===== src/rtl/lcd_bus_reader.sv =====
// lcd_bus_reader: read-side engine for the HD44780 16x2 character-LCD bus.
// Runs RW=1 read cycles for either the busy flag/address counter (RS=0) or a
// DDRAM/CGRAM data byte (RS=1). Poll mode repeats busy-flag reads until BF=0.
// Define LCD_RD_TIMEOUT_EN to bound poll mode at MAX_POLLS reads and report
// oTimeout; without it polling is unbounded and oTimeout is tied low.
module lcd_bus_reader #(
    parameter int T_SETUP   = 3,
    parameter int T_EN_HIGH = 25,
    parameter int T_HOLD    = 2
`ifdef LCD_RD_TIMEOUT_EN
    , parameter int MAX_POLLS = 1024
`endif
) (
    input  logic       iCLK,
    input  logic       iRST,
    input  logic       iStart,
    input  logic       iRS,
    input  logic       iPoll,
    output logic       oDone,
    output logic [7:0] oDATA,
    output logic       oBF,
    output logic       oTimeout,
    output logic       oActive,
    inout  wire  [7:0] LCD_DATA,
    output logic       LCD_RW,
    output logic       LCD_EN,
    output logic       LCD_RS
);

    localparam int T_MAX_SH = (T_SETUP > T_HOLD) ? T_SETUP : T_HOLD;
    localparam int T_MAX    = (T_EN_HIGH > T_MAX_SH) ? T_EN_HIGH : T_MAX_SH;
    localparam int CNT_W    = $clog2(T_MAX + 1);

    typedef enum logic [2:0] {
        IDLE,
        SETUP,
        EN_HI,
        HOLD,
        DONE
    } state_t;

    state_t           state_q, state_d;
    logic [CNT_W-1:0] cnt_q, cnt_d;
    logic             rs_q, rs_d;
    logic             poll_q, poll_d;
    logic [7:0]       data_q, data_d;
    logic             bf_q, bf_d;
    logic             done_q, done_d;
    logic             active_q, active_d;
    logic             rw_q, rw_d;
    logic             en_q, en_d;
    logic             rsPin_q, rsPin_d;

`ifdef LCD_RD_TIMEOUT_EN
    localparam int POLL_W = $clog2(MAX_POLLS + 1);
    logic [POLL_W-1:0] polls_q, polls_d;
    logic              timeout_q, timeout_d;
`endif

    // The LCD owns the data bus during reads; this block only ever listens.
    assign LCD_DATA = 8'hzz;

    // Next-state logic: phase sequencing, request capture and data sampling.
    always_comb begin
        state_d = state_q;
        cnt_d   = cnt_q;
        rs_d    = rs_q;
        poll_d  = poll_q;
        data_d  = data_q;
        bf_d    = bf_q;
`ifdef LCD_RD_TIMEOUT_EN
        polls_d   = polls_q;
        timeout_d = timeout_q;
`endif
        case (state_q)
            IDLE: begin
                if (iStart) begin
                    state_d = SETUP;
                    cnt_d   = '0;
                    rs_d    = iRS & ~iPoll;
                    poll_d  = iPoll;
`ifdef LCD_RD_TIMEOUT_EN
                    polls_d   = '0;
                    timeout_d = 1'b0;
`endif
                end
            end
            SETUP: begin
                if (cnt_q == CNT_W'(T_SETUP - 1)) begin
                    state_d = EN_HI;
                    cnt_d   = '0;
                end else begin
                    cnt_d = cnt_q + 1'b1;
                end
            end
            EN_HI: begin
                if (cnt_q == CNT_W'(T_EN_HIGH - 1)) begin
                    state_d = HOLD;
                    cnt_d   = '0;
                    data_d  = LCD_DATA;
                    bf_d    = rs_q ? 1'b0 : LCD_DATA[7];
`ifdef LCD_RD_TIMEOUT_EN
                    polls_d = (polls_q == POLL_W'(MAX_POLLS)) ? polls_q : polls_q + 1'b1;
`endif
                end else begin
                    cnt_d = cnt_q + 1'b1;
                end
            end
            HOLD: begin
                if (cnt_q == CNT_W'(T_HOLD - 1)) begin
                    cnt_d = '0;
                    if (poll_q && bf_q) begin
`ifdef LCD_RD_TIMEOUT_EN
                        if (polls_q >= POLL_W'(MAX_POLLS)) begin
                            state_d   = DONE;
                            timeout_d = 1'b1;
                        end else begin
                            state_d = SETUP;
                        end
`else
                        state_d = SETUP;
`endif
                    end else begin
                        state_d = DONE;
                    end
                end else begin
                    cnt_d = cnt_q + 1'b1;
                end
            end
            DONE: begin
                state_d = IDLE;
            end
            default: begin
                state_d = IDLE;
            end
        endcase

        active_d = (state_d != IDLE);
        done_d   = (state_d == DONE);
        rw_d     = (state_d == SETUP) || (state_d == EN_HI) || (state_d == HOLD);
        en_d     = (state_d == EN_HI);
        rsPin_d  = rw_d & rs_d;
    end

    // State and output registers; bus pins come straight from flops so they never glitch.
    always_ff @(posedge iCLK) begin
        if (iRST) begin
            state_q  <= IDLE;
            cnt_q    <= '0;
            rs_q     <= 1'b0;
            poll_q   <= 1'b0;
            data_q   <= 8'h00;
            bf_q     <= 1'b0;
            done_q   <= 1'b0;
            active_q <= 1'b0;
            rw_q     <= 1'b0;
            en_q     <= 1'b0;
            rsPin_q  <= 1'b0;
`ifdef LCD_RD_TIMEOUT_EN
            polls_q   <= '0;
            timeout_q <= 1'b0;
`endif
        end else begin
            state_q  <= state_d;
            cnt_q    <= cnt_d;
            rs_q     <= rs_d;
            poll_q   <= poll_d;
            data_q   <= data_d;
            bf_q     <= bf_d;
            done_q   <= done_d;
            active_q <= active_d;
            rw_q     <= rw_d;
            en_q     <= en_d;
            rsPin_q  <= rsPin_d;
`ifdef LCD_RD_TIMEOUT_EN
            polls_q   <= polls_d;
            timeout_q <= timeout_d;
`endif
        end
    end

    assign oDone   = done_q;
    assign oDATA   = data_q;
    assign oBF     = bf_q;
    assign oActive = active_q;
    assign LCD_RW  = rw_q;
    assign LCD_EN  = en_q;
    assign LCD_RS  = rsPin_q;

`ifdef LCD_RD_TIMEOUT_EN
    assign oTimeout = timeout_q;
`else
    assign oTimeout = 1'b0;
`endif

endmodule


===== config.mk =====
export PLATFORM = sky130hd
export DESIGN_NAME = lcd_bus_reader
export DESIGN_NICKNAME = d
export VERILOG_FILES = /design/src/rtl/lcd_bus_reader.sv
export SDC_FILE = /design/constraint.sdc
export NUM_CORES = 1
export LEC_CHECK = 0
export CAP_MARGIN = 30
export CORE_AREA = 2 2 49 51
export CTS_CLUSTER_DIAMETER = 60
export CTS_CLUSTER_SIZE = 10
export DETAILED_ROUTE_END_ITERATION = 10
export DIE_AREA = 0 0 51 53
export GPL_TIMING_DRIVEN = 0
export HOLD_SLACK_MARGIN = 0.03
export PLACE_DENSITY = 0.74
export SKIP_LAST_GASP = 1
export SYNTH_ARGS = -nofsm -noshare
export SYNTH_HDL_FRONTEND = slang
export SYNTH_SLANG_ARGS = --single-unit
export TNS_END_PERCENT = 30

===== constraint.sdc =====
create_clock -name iCLK -period 2.1 [get_ports iCLK]
set_clock_uncertainty 0.15 [all_clocks]
set_input_delay 0.42 -clock iCLK [delete_from_list [all_inputs] [get_ports iCLK]]
set_output_delay 0.42 -clock iCLK [all_outputs]
set_load 0.005 [all_outputs]

==> summary.json, run 1 <==
{
  "outcome": "complete, no violations",
  "cts_max_path_buffers": 2,
  "tritoncts_num_sinks": 15,
  "tritoncts": "yes",
  "initialDrtViolationCount": 5,
  "timing.critical_path.fanout_max": 9,
  "cp.arrival_ps": 1410,
  "postCtsSetupBuffers": 0,
  "finalPower_mw": 0.5768,
  "clk-insertion-delay-late_ps": 290,
  "post_synth_most_frequent_cells": "sky130_fd_sc_hd__buf_4 (17), sky130_fd_sc_hd__dfxtp_1 (15), sky130_fd_sc_hd__inv_1 (6), sky130_fd_sc_hd__nor2_1 (6)",
  "power_density_over_the_cells_mw_per_mm2": 489.4,
  "maximum_number_of_pins_on_one_net_before_global_route_repair": 11,
  "synthesis.yosys.warnings": 0,
  "power.combinational.fraction_pct": 18.6,
  "r2r_cells": 5,
  "clkPwrFrac_pct": 29.5,
  "synthArstFlopShare_pct": 0,
  "main_area_contributors_after_synthesis": "sky130_fd_sc_hd__dfxtp_1 (33%), sky130_fd_sc_hd__buf_4 (14%), sky130_fd_sc_hd__ha_1 (5.4%), sky130_fd_sc_hd__nor4b_2 (3.3%), sky130_fd_sc_hd__buf_6 (2.4%)",
  "postLayoutCoreUtil_pct": 54.86,
  "max_cap_violations": 0,
  "stdcell_count": 158,
  "effective_utilization_at_floorplan_pct": 42.92,
  "routedLengthMet1_um": 736,
  "post_synth_num_cell_types": 40,
  "cts_hold_repair.buffers": 0,
  "number_of_vias_after_detailed_routing": 755,
  "flop_and_latch_count_out_of_synthesis": 15,
  "route.antenna.remaining_nets": 0,
  "routed.top_layer": "met4",
  "p_leak_nw": 0.4943,
  "cts_root_buf": "sky130_fd_sc_hd__clkbuf_4",
  "fin_tns_setup_ps": 0,
  "fp.dieArea_sq_mm": 0.002703,
  "synth_largest_area_cell": "sky130_fd_sc_hd__dfxtp_1",
  "layout_min_cycle_time_ps": 1977,
  "period_share_pct": 94.15,
  "grt_antenna_before_repair": 0,
  "grt.total_usage_pct": 14.32,
  "cell_internal_power_dissipation_mw": 0.4194,
  "report.final.slew_viol_count": 0,
  "worst-setup-path-type": "reg2out",
  "regToRegEndpoint": "cnt_q[4]$_SDFFE_PP0P_",
  "clkSlewWorstSetupHoldPaths_ps": 90,
  "routed_wirelength_normalized_by_instance_count_um": 10.82,
  "post_dp_cell_area_sq_mm": 0.001151,
  "power.share.sequential_pct": 51.9,
  "setup.reg_to_reg.worst_slack_ps": 230,
  "numCtsBuffers": 3,
  "timing.hold.worst_path_depth": 2,
  "final_area_sq_mm": 0.001179,
  "worst_r2r_startpoint": "cnt_q[0]$_SDFFE_PP0P_",
  "finalWorstSetupSlack_ps": 122.9,
  "numPlacedInstances": 154,
  "rsz0062_at_grt": "false",
  "syn_avg_cell_area_sq_um": 9.130,
  "nets": 140,
  "footprint_of_the_multi_input_gates_sq_um": 473.0,
  "worst-endpoint-required_ps": 1530,
  "number_of_vias_per_cell": 4.778,
  "detailroute.wirelength.met3_um": 92,
  "synthesis.area_sq_um": 922.1,
  "count_of_instances_resized_after_the_clock_tree_is_built": 0,
  "htreeDepth": 1,
  "power.switching_fraction_pct": 27.29,
  "post-synth-top-count-cell": "sky130_fd_sc_hd__buf_4",
  "ys_seq_area_share_pct": 32.56,
  "timing.hold.worst_endpoint": "rs_q$_SDFF_PP0_",
  "final_layout_size_suffix_gt1_share_pct": 26.15,
  "dp_hpwl_um": 1323,
  "grt-ovfl-total": 0,
  "first_global_vias": 718,
  "rows": 17,
  "detailroute.wirelength.met2_um": 828,
  "fp.coreArea_sq_mm": 0.002148,
  "fill_cells": 201,
  "numPortBuffers": 16,
  "synth_flop_cell": "sky130_fd_sc_hd__dfxtp_1",
  "hold_slack_final_ps": 177.0,
  "syn_inst": 101,
  "chipWidth_um": 51,
  "die_height_um": 53,
  "total_setup_violations_reported_at_the_end_of_the_flow": 0,
  "worstSetupEndpointType": "output pin",
  "start_kind": "flop",
  "wl_um": 1709,
  "synth-edff-count": 0,
  "drtPass1Iterations": 4,
  "yosysTopAreaCellShare_pct": 32.56,
  "switching_power_mw": 0.1574,
  "regArea_sq_um": 300.3,
  "io_pins": 28,
  "irDropWorstVdd_mv": 0.3575,
  "globalplace.congestion": 0.7523,
  "area_delta_synth_final_pct": 27.82,
  "drc": 0,
  "holdCritPathClass": "in2reg",
  "finalHoldViolations": 0,
  "dp_worst_setup_slack_ps": 50.65,
  "fmax_achieved_mhz": 505.8,
  "grt_pass1_wl_um": 2946,
  "min_from": "iRST",
  "number_of_antenna_repair_diodes": 0
}
-- critical path, stage by stage (launching register included) --
cell and delay, ps:
sky130_fd_sc_hd__dfxtp_1 470, sky130_fd_sc_hd__buf_4 160, sky130_fd_sc_hd__clkdlybuf4s50_1 490
-- logic make-up after synthesis --
logic type / share of synthesized area (%)
compound gates: 18.45
fa+ha+maj: 5.428
buf+inv: 19.81
flops: 32.56
other cells: 0.4067
simple gates: 23.34
-- state kept, by name (all words and copies together), names as in the netlist --
name and flops:
LCD_EN 1, LCD_RS 1, LCD_RW 1, cnt_q 5, oActive 1, oDATA 1, oDone 1, rs_q 1
state_q 3
-- power groups by stage --
stage	clock (mW)	sequential, mW	combinational, mW
after global routing	0.187	0.301	0.121
after CTS	0.172	0.300	0.107
after floorplan	0	0.306	0.0789
final	0.170	0.299	0.107
after detailed placement	0	0.306	0.106
after global placement	0	0.306	0.105
-- layout by cell type, fill, tap and decap left out, types with 2 or more instances in the layout --
cell type / instances
sky130_fd_sc_hd__nand2b_1: 3
sky130_fd_sc_hd__or2_0: 2
sky130_fd_sc_hd__o32ai_1: 2
sky130_fd_sc_hd__dfxtp_1: 15
sky130_fd_sc_hd__clkbuf_4: 3
sky130_fd_sc_hd__conb_1: 10
sky130_fd_sc_hd__buf_6: 2
sky130_fd_sc_hd__buf_4: 17
sky130_fd_sc_hd__nand3_1: 4
sky130_fd_sc_hd__clkdlybuf4s50_1: 16
sky130_fd_sc_hd__nor2_1: 6
sky130_fd_sc_hd__nor4b_2: 2
sky130_fd_sc_hd__nor3_1: 4
sky130_fd_sc_hd__o21ai_0: 4
sky130_fd_sc_hd__inv_1: 6
sky130_fd_sc_hd__a21oi_1: 3
sky130_fd_sc_hd__nand2_1: 2
sky130_fd_sc_hd__ha_1: 4
-- how the worst max path moves through the flow --
stage,from,to,depth (start not counted)
after detailed placement,iStart,LCD_RS$_SDFF_PP0_,4
after global routing,oDATA[0]$_SDFFE_PP0P_,oDATA[5],2
after floorplan,cnt_q[1]$_SDFFE_PP0P_,LCD_RS$_SDFF_PP0_,6
after CTS,oDATA[0]$_SDFFE_PP0P_,oDATA[5],2
final,oDATA[0]$_SDFFE_PP0P_,oDATA[5],2
after global placement,iStart,cnt_q[3]$_SDFFE_PP0P_,5
-- layout make-up --
type	instances	share of cell area [%]
buffer	21	13.59
tap	28	2.972
multi-input combinational	68	40.13
inverter	6	1.911
sequential	15	25.48
clock buffer	3	1.911
clock inverter	1	0.4246
timing repair buffer	16	13.59
-- routing by layer --
| metal | global-route usage (%) | up-vias |
|---|---|---|
| li1 | - | 383 |
| met1 | 17.18 | 340 |
| met2 | 23.59 | 27 |
| met3 | 1.412 | 5 |
| met4 | 10.81 | 0 |
| met5 | 0 | - |
(Power assumes the default switching activity.)
==> inputs of run 2 (changes only) <==
--- a/config.mk
+++ b/config.mk
@@ -8,7 +8,7 @@
 export CAP_MARGIN = 30
 export CORE_AREA = 2 2 49 51
 export CTS_CLUSTER_DIAMETER = 60
-export CTS_CLUSTER_SIZE = 10
+export CTS_CLUSTER_SIZE = 14
 export DETAILED_ROUTE_END_ITERATION = 10
 export DIE_AREA = 0 0 51 53
 export GPL_TIMING_DRIVEN = 0
==> results of run 2 <==
No change in the layout: final DEF, timing and power equal those of run 1.
